## config.mk

```make
export PLATFORM = sky130hd
export DESIGN_NAME = branch_resolve_unit_flat
export DESIGN_NICKNAME = d
export VERILOG_FILES = /design/src/rtl/branch_resolve_unit_if.sv /design/src/rtl/branch_resolve_unit.sv /design/src/flat_wrapper.sv
export SDC_FILE = /design/constraint.sdc
export NUM_CORES = 1
export LEC_CHECK = 0
export BUFFER_PORTS_ARGS = -buffer_cell sky130_fd_sc_hd__buf_2
export CORE_UTILIZATION = 64
export CTS_CLUSTER_SIZE = 40
export DETAILED_ROUTE_END_ITERATION = 10
export MAX_ROUTING_LAYER = met4
export PLACE_DENSITY = 0.95
export SYNTH_ARGS = -nofsm -noshare
export SYNTH_HDL_FRONTEND = slang
export SYNTH_SLANG_ARGS = --single-unit
export TNS_END_PERCENT = 1
```

## constraint.sdc

```tcl
create_clock -name clk_in -period 7.2 [get_ports clk_in]
set_input_delay 1.8 -clock clk_in [delete_from_list [all_inputs] [get_ports clk_in]]
set_output_delay 1.8 -clock clk_in [all_outputs]
set_load 0.01 [all_outputs]
```

## src/rtl/branch_resolve_unit_if.sv

```systemverilog
// Dispatch, CDB-snoop and CDB-broadcast signal bundle for branch_resolve_unit.
// slave = the resolution queue, master = the dispatch/CDB side that drives it.
interface branch_resolve_unit_if #(
    parameter int TAG_W = 4
);
    logic             issue_valid;
    logic [2:0]       issue_op;
    logic [31:0]      issue_pc;
    logic             issue_rs1_rdy;
    logic [31:0]      issue_rs1_val;
    logic [TAG_W-1:0] issue_rs1_tag;
    logic             issue_rs2_rdy;
    logic [31:0]      issue_rs2_val;
    logic [TAG_W-1:0] issue_rs2_tag;
    logic             issue_full;

    logic             snoop_valid;
    logic [TAG_W-1:0] snoop_tag;
    logic [31:0]      snoop_val;

    logic             bc_valid;
    logic [31:0]      bc_addr;
    logic [31:0]      bc_val;
    logic             bc_gnt;

    modport slave (
        input  issue_valid, issue_op, issue_pc,
               issue_rs1_rdy, issue_rs1_val, issue_rs1_tag,
               issue_rs2_rdy, issue_rs2_val, issue_rs2_tag,
               snoop_valid, snoop_tag, snoop_val, bc_gnt,
        output issue_full, bc_valid, bc_addr, bc_val
    );

    modport master (
        output issue_valid, issue_op, issue_pc,
               issue_rs1_rdy, issue_rs1_val, issue_rs1_tag,
               issue_rs2_rdy, issue_rs2_val, issue_rs2_tag,
               snoop_valid, snoop_tag, snoop_val, bc_gnt,
        input  issue_full, bc_valid, bc_addr, bc_val
    );
endinterface

```

## src/rtl/branch_resolve_unit.sv

```systemverilog
// In-order branch resolution queue: captures operands from the CDB snoop and broadcasts
// {pc, taken} in program order. Optional macro BRU_SNOOP_BYPASS_EN evaluates the head with this cycle's snoop.
module branch_resolve_unit #(
    parameter int BRU_SIZE   = 4,
    parameter int BRU_SIZE_W = 2,
    parameter int TAG_W      = 4
) (
    input  logic                  clk_in,
    input  logic                  rst_in,
    input  logic                  rdy_in,
    input  logic                  flush_in,
    branch_resolve_unit_if.slave  bus,
    output logic [BRU_SIZE_W:0]   count
);
    localparam logic [BRU_SIZE_W:0] FULL_CNT = (BRU_SIZE_W+1)'(BRU_SIZE);

    logic [BRU_SIZE_W-1:0] front, rear;
    logic [BRU_SIZE_W:0]   cnt;
    logic [BRU_SIZE-1:0]   e_vld, e_r1_rdy, e_r2_rdy;
    logic [2:0]            e_op     [BRU_SIZE];
    logic [31:0]           e_pc     [BRU_SIZE];
    logic [31:0]           e_r1_val [BRU_SIZE];
    logic [31:0]           e_r2_val [BRU_SIZE];
    logic [TAG_W-1:0]      e_r1_tag [BRU_SIZE];
    logic [TAG_W-1:0]      e_r2_tag [BRU_SIZE];

    logic        vld_p1;
    logic [31:0] bc_addr_p1;
    logic        taken_p1;

    logic        active, full, pop, push, iss1_hit, iss2_hit;
    logic        h1_rdy, h2_rdy;
    logic [31:0] h1_val, h2_val;

    function automatic logic eval_cond(input logic [2:0] op, input logic [31:0] a, input logic [31:0] b);
        logic signed [31:0] sa, sb;
        sa = a;
        sb = b;
        case (op)
            3'b000:  return a == b;
            3'b001:  return a != b;
            3'b100:  return sa < sb;
            3'b101:  return sa >= sb;
            3'b110:  return a < b;
            3'b111:  return a >= b;
            default: return 1'b0;
        endcase
    endfunction

    always_comb begin
        h1_rdy = e_r1_rdy[front];
        h2_rdy = e_r2_rdy[front];
        h1_val = e_r1_val[front];
        h2_val = e_r2_val[front];
`ifdef BRU_SNOOP_BYPASS_EN
        if (bus.snoop_valid && !e_r1_rdy[front] && e_r1_tag[front] == bus.snoop_tag) begin
            h1_rdy = 1'b1;
            h1_val = bus.snoop_val;
        end
        if (bus.snoop_valid && !e_r2_rdy[front] && e_r2_tag[front] == bus.snoop_tag) begin
            h2_rdy = 1'b1;
            h2_val = bus.snoop_val;
        end
`endif
    end

    assign active   = rdy_in && !flush_in;
    assign full     = (cnt == FULL_CNT);
    assign pop      = active && e_vld[front] && h1_rdy && h2_rdy && (!vld_p1 || bus.bc_gnt);
    // A full queue still takes a push when the head leaves in the same cycle.
    assign push     = active && bus.issue_valid && (!full || pop);
    assign iss1_hit = bus.snoop_valid && !bus.issue_rs1_rdy && bus.issue_rs1_tag == bus.snoop_tag;
    assign iss2_hit = bus.snoop_valid && !bus.issue_rs2_rdy && bus.issue_rs2_tag == bus.snoop_tag;

    // Control: pointers, occupancy, entry valids and the broadcast register.
    always_ff @(posedge clk_in or negedge rst_in) begin
        if (!rst_in) begin
            front      <= '0;
            rear       <= '0;
            cnt        <= '0;
            e_vld      <= '0;
            vld_p1     <= 1'b0;
            bc_addr_p1 <= '0;
            taken_p1   <= 1'b0;
        end else if (rdy_in) begin
            if (flush_in) begin
                front  <= '0;
                rear   <= '0;
                cnt    <= '0;
                e_vld  <= '0;
                vld_p1 <= 1'b0;
            end else begin
                if (pop) begin
                    front        <= front + BRU_SIZE_W'(1);
                    e_vld[front] <= 1'b0;
                end
                if (push) begin
                    rear        <= rear + BRU_SIZE_W'(1);
                    e_vld[rear] <= 1'b1;
                end
                cnt <= cnt + (BRU_SIZE_W+1)'(push) - (BRU_SIZE_W+1)'(pop);
                if (pop) begin
                    vld_p1     <= 1'b1;
                    bc_addr_p1 <= e_pc[front];
                    taken_p1   <= eval_cond(e_op[front], h1_val, h2_val);
                end else if (bus.bc_gnt) begin
                    vld_p1 <= 1'b0;
                end
            end
        end
    end

    // Entry payload: snoop capture, then the issue write (which wins on the rear slot).
    always_ff @(posedge clk_in) begin
        if (active) begin
            for (int i = 0; i < BRU_SIZE; i++) begin
                if (e_vld[i] && bus.snoop_valid) begin
                    if (!e_r1_rdy[i] && e_r1_tag[i] == bus.snoop_tag) begin
                        e_r1_rdy[i] <= 1'b1;
                        e_r1_val[i] <= bus.snoop_val;
                    end
                    if (!e_r2_rdy[i] && e_r2_tag[i] == bus.snoop_tag) begin
                        e_r2_rdy[i] <= 1'b1;
                        e_r2_val[i] <= bus.snoop_val;
                    end
                end
            end
            if (push) begin
                e_op[rear]     <= bus.issue_op;
                e_pc[rear]     <= bus.issue_pc;
                e_r1_rdy[rear] <= bus.issue_rs1_rdy || iss1_hit;
                e_r1_val[rear] <= iss1_hit ? bus.snoop_val : bus.issue_rs1_val;
                e_r1_tag[rear] <= bus.issue_rs1_tag;
                e_r2_rdy[rear] <= bus.issue_rs2_rdy || iss2_hit;
                e_r2_val[rear] <= iss2_hit ? bus.snoop_val : bus.issue_rs2_val;
                e_r2_tag[rear] <= bus.issue_rs2_tag;
            end
        end
    end

    assign bus.issue_full = full;
    assign bus.bc_valid   = vld_p1;
    assign bus.bc_addr    = bc_addr_p1;
    assign bus.bc_val     = {31'b0, taken_p1};
    assign count          = cnt;
endmodule

```

## src/flat_wrapper.sv

```systemverilog
// flat-port wrapper written by rule: the top's interface ports become plain ports
module branch_resolve_unit_flat 
#(
    parameter int BRU_SIZE   = 4,
    parameter int BRU_SIZE_W = 2,
    parameter int TAG_W      = 4
)
  (clk_in, rst_in, rdy_in, flush_in, count, bus_issue_valid, bus_issue_op, bus_issue_pc, bus_issue_rs1_rdy, bus_issue_rs1_val, bus_issue_rs1_tag, bus_issue_rs2_rdy, bus_issue_rs2_val, bus_issue_rs2_tag, bus_snoop_valid, bus_snoop_tag, bus_snoop_val, bus_bc_gnt, bus_issue_full, bus_bc_valid, bus_bc_addr, bus_bc_val);
  branch_resolve_unit_if #(.TAG_W(TAG_W)) bus_i ();
  input  logic clk_in;
  input  logic rst_in;
  input  logic rdy_in;
  input  logic flush_in;
  output logic [BRU_SIZE_W:0] count;
  input wire logic [$bits(bus_i.issue_valid)-1:0] bus_issue_valid;
  input wire logic [$bits(bus_i.issue_op)-1:0] bus_issue_op;
  input wire logic [$bits(bus_i.issue_pc)-1:0] bus_issue_pc;
  input wire logic [$bits(bus_i.issue_rs1_rdy)-1:0] bus_issue_rs1_rdy;
  input wire logic [$bits(bus_i.issue_rs1_val)-1:0] bus_issue_rs1_val;
  input wire logic [$bits(bus_i.issue_rs1_tag)-1:0] bus_issue_rs1_tag;
  input wire logic [$bits(bus_i.issue_rs2_rdy)-1:0] bus_issue_rs2_rdy;
  input wire logic [$bits(bus_i.issue_rs2_val)-1:0] bus_issue_rs2_val;
  input wire logic [$bits(bus_i.issue_rs2_tag)-1:0] bus_issue_rs2_tag;
  input wire logic [$bits(bus_i.snoop_valid)-1:0] bus_snoop_valid;
  input wire logic [$bits(bus_i.snoop_tag)-1:0] bus_snoop_tag;
  input wire logic [$bits(bus_i.snoop_val)-1:0] bus_snoop_val;
  input wire logic [$bits(bus_i.bc_gnt)-1:0] bus_bc_gnt;
  output wire logic [$bits(bus_i.issue_full)-1:0] bus_issue_full;
  output wire logic [$bits(bus_i.bc_valid)-1:0] bus_bc_valid;
  output wire logic [$bits(bus_i.bc_addr)-1:0] bus_bc_addr;
  output wire logic [$bits(bus_i.bc_val)-1:0] bus_bc_val;
  assign bus_i.issue_valid = bus_issue_valid;
  assign bus_i.issue_op = bus_issue_op;
  assign bus_i.issue_pc = bus_issue_pc;
  assign bus_i.issue_rs1_rdy = bus_issue_rs1_rdy;
  assign bus_i.issue_rs1_val = bus_issue_rs1_val;
  assign bus_i.issue_rs1_tag = bus_issue_rs1_tag;
  assign bus_i.issue_rs2_rdy = bus_issue_rs2_rdy;
  assign bus_i.issue_rs2_val = bus_issue_rs2_val;
  assign bus_i.issue_rs2_tag = bus_issue_rs2_tag;
  assign bus_i.snoop_valid = bus_snoop_valid;
  assign bus_i.snoop_tag = bus_snoop_tag;
  assign bus_i.snoop_val = bus_snoop_val;
  assign bus_i.bc_gnt = bus_bc_gnt;
  assign bus_issue_full = bus_i.issue_full;
  assign bus_bc_valid = bus_i.bc_valid;
  assign bus_bc_addr = bus_i.bc_addr;
  assign bus_bc_val = bus_i.bc_val;
  branch_resolve_unit #(.BRU_SIZE(BRU_SIZE), .BRU_SIZE_W(BRU_SIZE_W), .TAG_W(TAG_W)) u_core (.clk_in(clk_in), .rst_in(rst_in), .rdy_in(rdy_in), .flush_in(flush_in), .bus(bus_i), .count(count));
endmodule
```

## Word-level counts from Yosys, hierarchy flattened

Memory sizes are Yosys's and may differ from the RTL's. A register that Yosys moved wholly into a read port is not among the register bits.
Cells that the tools add are included.

- $add $sub $neg: 4
- Magnitude comparators: 8
- Equal/unequal tests: 18
- Mux-type cells: 89
- Bitwise operators: 4
- Reductions and logical operators: 51

Operators with widths:

| cell | count |
|---|---|
| $mux W1 | 67 |
| $ge A32 B32 Y1 | 2 |
| $lt A32 B32 Y1 | 2 |
| $mux W32 | 2 |
| $eq A4 B4 Y1 | 10 |
| $eq A32 B32 Y1 | 1 |
| $ne A32 B32 Y1 | 1 |
| $mux W4 | 7 |
| $logic_and A1 B1 Y1 | 25 |
| $eq A3 B3 Y1 const B | 5 |
| $logic_not A1 Y1 | 14 |
| $bwmux W4 | 2 |
| $mux W2 | 4 |
| $bmux W1 S2 | 3 |
| $lt A2 B3 Y1 const B | 2 |
| $pmux W1 S6 | 1 |
| $reduce_and A2 Y1 | 3 |
| $add A2 B1 Y2 const B | 2 |
| $and A4 B4 Y4 | 1 |
| $demux W1 S2 | 2 |
| $ge A2 B1 Y1 const B | 2 |
| $logic_or A1 B1 Y1 | 4 |
| $not A4 Y4 | 1 |
| $or A4 B4 Y4 | 1 |
| 9 further kinds | 10 |

- Register bits after elaboration: 21
- Memory bits (writable): 428
- Input bits: 152
- Output and inout bits: 69
- Logic and storage cells: 188
- Memories: 6

Memories:

| name | words | bits a word | rd ports | clocked after Yosys merged registers in | write ports | RTL line | source |
|---|---|---|---|---|---|---|---|
| u_core.e_pc | 4 | 32 | 1 | 1 | 1 | branch_resolve_unit.sv:21 | `logic [31:0] e_pc [BRU_SIZE];` |
| u_core.e_r1_val | 4 | 32 | 1 | 0 | 5 | branch_resolve_unit.sv:22 | `logic [31:0] e_r1_val [BRU_SIZE];` |
| u_core.e_r2_val | 4 | 32 | 1 | 0 | 5 | branch_resolve_unit.sv:23 | `logic [31:0] e_r2_val [BRU_SIZE];` |
| u_core.e_r1_tag | 4 | 4 | 4 | 0 | 1 | branch_resolve_unit.sv:24 | `logic [TAG_W-1:0] e_r1_tag [BRU_SIZE];` |
| u_core.e_r2_tag | 4 | 4 | 4 | 0 | 1 | branch_resolve_unit.sv:25 | `logic [TAG_W-1:0] e_r2_tag [BRU_SIZE];` |
| u_core.e_op | 4 | 3 | 1 | 0 | 1 | branch_resolve_unit.sv:20 | `logic [2:0] e_op [BRU_SIZE];` |

## Longest topological paths before layout

Gate-level depths: netlist of run 1.

- Depth after elaboration: 12
- Mapped depth: 14
- Gate-level depth less buffers: 11

## Least setup slack after synthesis of run 1

OpenSTA, ideal clock, no wires.

- Path type: input port to flip-flop
- Start point: input bus_snoop_tag[1]
- End point: memory u_core.e_r1_val[0][0], enable pin
- Data arrival time: 4.945 ns
- Slack: 1.785 ns
- Cell stages on the path: 5
- Buffers on the path: 1
- Path through: buf_1 xor2_1 nor2_1 nand4_1 o31ai_1

RTL lines:

| element | RTL line | source |
|---|---|---|
| from (decl) | flat_wrapper.sv:25 | `input wire logic [$bits(bus_i.snoop_tag)-1:0] bus_snoop_tag;` |
| to (decl) | branch_resolve_unit.sv:22 |  |

==> results of run 1 <==
[cells by family after synthesis]
| family | after synthesis |
|---|---|
| flops | 481 |
| mux | 401 |
| buf+inv | 152 |
| simple gates | 102 |
| compound gates | 68 |
| fa+ha+maj | 43 |
| xor+xnor | 35 |
| other cells | 1 |
[metal layers]
metal	vias up	wire, um	track usage [%]
met4	0	2400	14.0
met3	189	4970	6.16
met5	-	0	-
met1	6564	19400	38.9
li1	5392	-	-
met2	854	28100	53.6
[state kept, by name, indices dropped and copies added, names as in the netlist]
signal and flops:
u_core.bus.bc_addr 32, u_core.bus.bc_valid 1, u_core.count 3, u_core.e_op 12, u_core.e_pc 128, u_core.e_r1_rdy 4, u_core.e_r1_tag 16, u_core.e_r1_val 128
u_core.e_r2_rdy 4, u_core.e_r2_tag 16, u_core.e_r2_val 128, u_core.e_vld 4, u_core.front 2, u_core.rear 2, u_core.taken_p1 1
[worst paths after layout]
kind / end / slack (ns)
max in group asynchronous: u_core.front[0] / 5.33
worst max-delay path: u_core.e_r1_val[3][31] / 2.19
worst min-delay path: u_core.bus.bc_addr[23] / 0.50
min in group asynchronous: u_core.bus.bc_addr[29] / 1.32
worst min register to register: u_core.bus.bc_addr[23] / 0.50
worst max register to register: u_core.taken_p1 / 2.63
[synth_stat cells, types with 2 or more instances]
cell	count
a31oi_1	2
edfxtp_1	436
o211ai_1	2
ha_1	42
mux2_1	240
nand2_1	27
mux2i_1	13
mux4_2	98
a21oi_1	20
xor2_1	8
a22oi_1	2
buf_6	24
buf_2	7
o31ai_1	8
nor2_1	16
dfrtp_1	45
nand3_1	5
buf_1	10
nor2b_1	10
and2_1	9
clkbuf_1	17
and4b_1	2
and2b_1	2
nand2b_1	2
a2111o_1	3
o22ai_1	5
nor4_1	2
mux2_2	50
a222oi_1	2
buf_4	40
xnor2_1	27
nand4_1	19
inv_1	54
o211a_1	2
o21ai_0	13
[worst reg2reg max path: cells and delay by family (launching register included)]
family	cells	cell delay, ns
flip-flops	1	1.10
AND/OR/NAND/NOR	3	1.10
buffers and inverters	1	0.68
multiplexers	1	0.64
AO/OA/AOI/OAI	2	0.61
adder cells (fa/ha/maj)	1	0.36
[power breakdown]
group	leakage [nW]	internal [mW]	total, mW	switching, mW
registers	4.53	3.23	3.34	0.110
logic	3.76	0.365	0.829	0.464
clock network	0.781	1.51	2.59	1.08
[through the flow]
| stage | utilization (%) | worst slack [ns] |
|---|---|---|
| after floorplan | - | 1.79 |
| after global placement | 68.6 | 1.81 |
| after detailed placement | 68.6 | 1.61 |
| after CTS | 73.3 | 2.22 |
| after global routing | 73.3 | 2.08 |
| final | 73.3 | 2.19 |
[area by class of cell]
class / count / area share [%]
flip-flops and latches: 481 / 56.0
multi-input cells: 680 / 30.4
clock buffers: 54 / 4.81
repair buffers: 203 / 4.14
well taps: 455 / 2.24
clock inverters: 32 / 1.49
inverters: 54 / 0.798
diodes: 10 / 0.0985
[cell usage in the layout, fill, tap and decap left out, types with 16 or more instances in the layout]
cell type | netlist | final
mux4_2 | 98 | 98
conb_1 | 1 | 31
edfxtp_1 | 436 | 436
buf_2 | 7 | 189
nand4_1 | 19 | 19
ha_1 | 42 | 42
dfrtp_1 | 45 | 43
clkbuf_16 | 0 | 47
a21oi_1 | 20 | 20
xnor2_1 | 27 | 27
mux2_1 | 240 | 240
nor2_1 | 16 | 16
inv_1 | 54 | 50
mux2_2 | 50 | 50
nand2_1 | 27 | 27
==> results.md, run 1 <==
* Multiplexer area fraction after synthesis at 24.8%
* Crit end category: flop
* Setup_tns at 0 ns
* DIE WIDTH at 190 um
* CTS sink count at 481
* Clock skew at 0.0230 ns
* Max incr delay on CP at 0.89 ns
* Mapped Cells at 1283
* Max Freq at 0.199 GHz
* Final Instance Area at 25400 um^2
* RSZ-0062 raised after global routing: no
* Worst slew pin tran at 1.10 ns
* # IOs at 221
* HP Class: flop to flop
* Synth top area cells: edfxtp_1 (58%), mux2_1 (12%), mux4_2 (9.8%)
* Post-synthesis adder-cell area fraction at 2.41%
* Ys flop type: edfxtp_1
* Critical path data required time at 7.53 ns
* Final setup viols at 0
* Synthesized area at 22600 um^2
* Final hold violations at 0
* Clk_lat worst skew at 0.60 ns
* DP HPWL at 31.8 mm
* GRT Total Usage at 32.3%
* Crit path max fanout at 32
* DR iter-0 viols at 1269
* Asr flop ratio synth at 9.36%
* Antenna violations before repair at 7
* R2R depth at 8
* P&R area growth vs syn at 12.3%
* Remaining Overflow, GRT at 0
* Routed via count at 13000
* Tcrit/Tclk final at 69.7%
* Crit path from: flush_in
* Synth Area in Compound Gates at 2.07%
* Critical Path Slowest Stage Cell: and2_2
* Fillers at 1907
* Hold slack at 0.504 ns
* Post CTS Setup Buffer Count at 0
* Critical Path, Cell by Cell: buf_2 -> nand2b_1 -> a2111o_1 -> a311oi_4 -> and2b_1 -> and2_2 -> mux2_2
* Fin cells at 1969
* CTS tree: yes
* Synth Area in XOR/XNOR at 1.36%
* Die area at 36100 um^2
* Share of layout cells above drive strength 1 at 29.9%
* CP Class: input port to flop
* Row Count at 68
* Die height at 190 um
* Clk slew on worst S/H paths at 0.06 ns
* Total Power at 6.76 mW
* Register Area at 14200 um^2
* H-tree Lvls at 2
* First-pass GRT wire length at 82.8 mm
* Placer Congestion at 0.896
* Dpl cells at 1873
* Status: finished clean
* Number of flops mapped to enable cells by yosys at 436
* Dpl cell area at 23800 um^2
* Hold Buf Count CTS at 0
* VDD IR max at 336 uV
* Number of distinct library cells after synthesis at 54
* Crit path time final at 5.01 ns
* Worst path bufs/invs at 1
* Pre-Repair DR Iteration Count at 5
* FF+latch count, synth at 481
* P_leak at 9.07 nW
* Vias in the first global route at 13700
* Hold Path Depth at 1
* Drc violations at 0
* Area of the multi-input gates at 7720 um^2
* Post-cts resize count at 0
* Synth Area in Simple Gates at 2.48%
* Worst path depth at 7
* Largest net degree at the start of global routing at 72
* Core area at 34600 um^2
* Final Max Slew Viols at 0
* TritonCTS Buffers at 47
* Antenna Nets Post-Route at 0
* Initial Utilization at 65.3%
* Clock buffer depth at 3
* Wire length per cell at 27.9 um
* Largest family of logic cells by synthesized area: multiplexers
* Final wirelength at 54.9 mm
* Root buf cell: clkbuf_16
* PwrDens at 266 nW/um^2
* Post-synth top area cell: edfxtp_1
* Nets at 1662
* Worst Path Arrival at 5.34 ns
* Via density at 6.60
* Max_cap viols at 0
* Crit start category: input port
* # port buffers at 189
* Slew HR at 26.7%
* Sequential cell area fraction in the yosys report at 62.9%
* Crit path max-delay family: simple AND/OR/NAND/NOR gates
* Synth warn at 0
* Syn_area_per_cell at 17.6 um^2
* Hold Crit Start: u_core.bus.bc_addr[23]
* Synth top area share at 57.9%
* Worst R2R Start: u_core.front[0]
No activity file was read; power rests on OpenSTA's default activity.
==> run 2: changes to the inputs <==
- ABC_AREA: not set -> 1
- CORE_UTILIZATION: 64 -> 60
- PLACE_DENSITY: 0.95 -> 0.91
- clock period: 7.2 -> 4.85 ns (I/O delays scaled with it)
==> results.md, run 2 <==
* # IOs at 221 (unchanged)
* DIE WIDTH at 195 um (+2.9%)
* Vias in the first global route at 17300 (+26%)
* RSZ-0062 raised after global routing: no
* CTS sink count at 481 (unchanged)
* Critical Path, Cell by Cell: buf_12 -> nand2_1 -> a32o_1 -> ha_1 -> nand2_1 -> nor2_1 -> nand4_1 -> nor2_1 -> nand2_1 -> nand3_1 -> nand2_1 -> nand3_1 -> nand2_1 -> nor2_1 -> nand2_1 -> nand2_1 -> nand2_1
* CP Class: flop to flop
* Clock buffer depth at 3 (unchanged)
* Most frequent cells in the layout: edfxtp_1 (436), nand2_1 (421), o21ai_0 (274)
* Post CTS Setup Buffer Count at 0 (unchanged)
* Post-cts resize count at 0 (unchanged)
* P&R area growth vs syn at 11.7%
* Slew HR at 24.5% (-2.2 points)
* Wire length per cell at 22.6 um (-19%)
* Crit path max fanout at 203 (+530%)
* Worst R2R Start: u_core.front[0]
* First-pass GRT wire length at 93.4 mm (+13%)
* Number of distinct library cells after synthesis at 47 (-13%)
* Die height at 195 um (+2.9%)
* Die area at 38200 um^2 (+5.9%)
* CP endpoint: u_core.taken_p1
* Max_cap viols at 0 (unchanged)
* Critical Path Slowest Stage Cell: buf_12
* Drc violations at 0 (unchanged)
* Crit start category: flop
* FF+latch count, synth at 481 (unchanged)
* Commonest cells post-synth: edfxtp_1 (436), nand2_1 (421), o21ai_0 (274)
* Max Freq at 0.263 GHz
* Final Max Slew Viols at 0 (unchanged)
* Hold Path Depth at 2 (+1)
* PwrDens at 414 nW/um^2 (+55%)
* DP HPWL at 35.3 mm (+11%)
* Asr flop ratio synth at 9.36% (unchanged)
* Synthesized area at 22500 um^2 (-0.69%)
* Initial Utilization at 61.2% (-4.1 points)
* Clock skew at 0.0289 ns (+0.00593 ns)
* CTS tree: yes
* Synth top area cells: edfxtp_1 (58%), nand2_1 (7.0%), o21ai_0 (6.1%)
* H-tree Lvls at 2 (unchanged)
* Status: finished clean
* Row Count at 70 (+2.9%)
* TritonCTS Buffers at 46 (-2.1%)
* Nets at 2403 (+45%)
* Max incr delay on CP at 0.58 ns (-0.31 ns)
* Clk_lat worst skew at 0.57 ns (-0.03 ns)
* Final wirelength at 61.4 mm (+12%)
* Syn_area_per_cell at 10.9 um^2 (-38%)
* Worst Path Arrival at 4.25 ns (-1.09 ns)
* Pre-Repair DR Iteration Count at 7 (+2)
* # port buffers at 189 (unchanged)
* Remaining Overflow, GRT at 0 (unchanged)
* Worst path bufs/invs at 1 (unchanged)
* Crit path time final at 3.80 ns
* Largest net degree at the start of global routing at 204 (+180%)
* Routed via count at 17700 (+36%)
* Tcrit/Tclk final at 78.4%
* Commonest non-fill, non-tap cell in the layout: edfxtp_1
* Ys flop type: edfxtp_1
* Number of flops mapped to enable cells by yosys at 436 (unchanged)
* Fin util at 68.4% (-5.0 points)
* Mapped Cells at 2066 (+61%)
* Core area at 36700 um^2 (+6.0%)
* RR Endpoint: u_core.taken_p1
* Most used cell, CP: nand2_1
* Critical path data required time at 5.29 ns (-2.24 ns)
* Synth top area share at 58.3% (+0.40 points)
* Share of layout cells above drive strength 1 at 15.7% (-14 points)
* VDD IR max at 329 uV (-2.1%)
* Most numerous cell in the Yosys netlist: edfxtp_1
* HP Class: flop to flop
* Antenna Nets Post-Route at 0 (unchanged)
* Worst slew pin tran at 1.13 ns (+0.0336 ns)
* Top Registers: u_core.e_pc: 128 flops, u_core.e_r1_val: 128 flops, u_core.e_r2_val: 128 flops
* Root buf cell: clkbuf_16
* Placer Congestion at 0.851 (-5.0%)
* Crit end category: flop
* DR iter-0 viols at 2654 (+110%)
* Via density at 6.52 (-1.3%)
* Worst path depth at 17 (+10)
* P_leak at 9.93 nW (+9.5%)
* GRT Total Usage at 32.6% (+0.28 points)
* Hold Buf Count CTS at 0 (unchanged)
* Final setup viols at 0 (unchanged)
* Reg2reg setup slack at 1.05 ns (-1.58 ns)
* Antenna violations before repair at 7 (unchanged)
* Clk slew on worst S/H paths at 0.07 ns (about the same)
* Crit path from: u_core.front[0]
* Sequential cell area fraction in the yosys report at 63.3% (+0.43 points)
* Setup_tns at 0 ns (unchanged)
* Post-synth top area cell: edfxtp_1
* R2R depth at 17 (+9)
* Crit path max-delay family: simple AND/OR/NAND/NOR gates
* Final hold violations at 0 (unchanged)
* Synth warn at 0 (unchanged)
run 2: routing by layer:
metal	part of all wire, %	wire length [um]	track usage (%)
met1	35	21400	40.6
met2	48	29400	51.7
met3	12	7410	5.87
met4	5.2	3220	16.3
met5	0	0	-
run 2: worst min-delay path by stage:
stage,slack (ns),start,to
floorplan,0.45,u_core.taken_p1,u_core.taken_p1
global placement,0.46,u_core.bus.bc_addr[27],u_core.bus.bc_addr[27]
detailed placement,0.46,u_core.bus.bc_addr[4],u_core.bus.bc_addr[4]
CTS,0.48,u_core.bus.bc_addr[4],u_core.bus.bc_addr[4]
global route,0.50,u_core.taken_p1,u_core.taken_p1
finish,0.48,u_core.bus.bc_addr[4],u_core.bus.bc_addr[4]
run 2: stage by stage:
step	hold WS [ns]	instance area [um^2]	setup slack, ns	cells	total power, mW
4_1_cts	0.477	25100	1.22	2712	10.3
3_5_place_dp	0.460	23600	0.824	2628	6.80
5_1_grt	0.504	25100	0.948	2721	10.7
2_1_floorplan	0.450	22600	0.0473	2096	6.17
6_report	0.476	25100	1.05	2721	10.4
3_3_place_gp	0.456	23600	0.883	2628	6.71
run 2: final cells by class:
type	count	area, um^2
flip-flops and latches	481	14200
fillers	2283	11600
multi-input cells	1405	7330
clock buffers	68	1310
repair buffers	224	1260
well taps	468	586
inverters	50	203
clock inverters	16	161
diodes	9	22.5
run 2: report_power, final:
part           internal, mW  total, mW  leakage, nW  switching, mW
clock network          2.03       3.55        0.717           1.52
registers              4.80       4.93         4.52          0.132
logic                 0.625       1.89         4.70           1.26
total                  7.46       10.4         9.93           2.92
run 2: worst min-delay path, stage by stage (launching register included):
cell     delay [ns]
dfrtp_1        0.34
nand2_1        0.05
nand2_1        0.06
run 2: logic make-up (layout without fill, tap and decap cells):
logic type	after synthesis	count (layout)	synth area share, %
multiplexers	32	32	1.43
buffers and inverters	210	358	4.94
adder cells (fa/ha/maj)	43	43	2.43
other	1	40	0.0167
AO/OA/AOI/OAI	619	619	15.3
flip-flops	481	481	63.3
XOR/XNOR	19	19	0.741
AND/OR/NAND/NOR	661	661	11.9
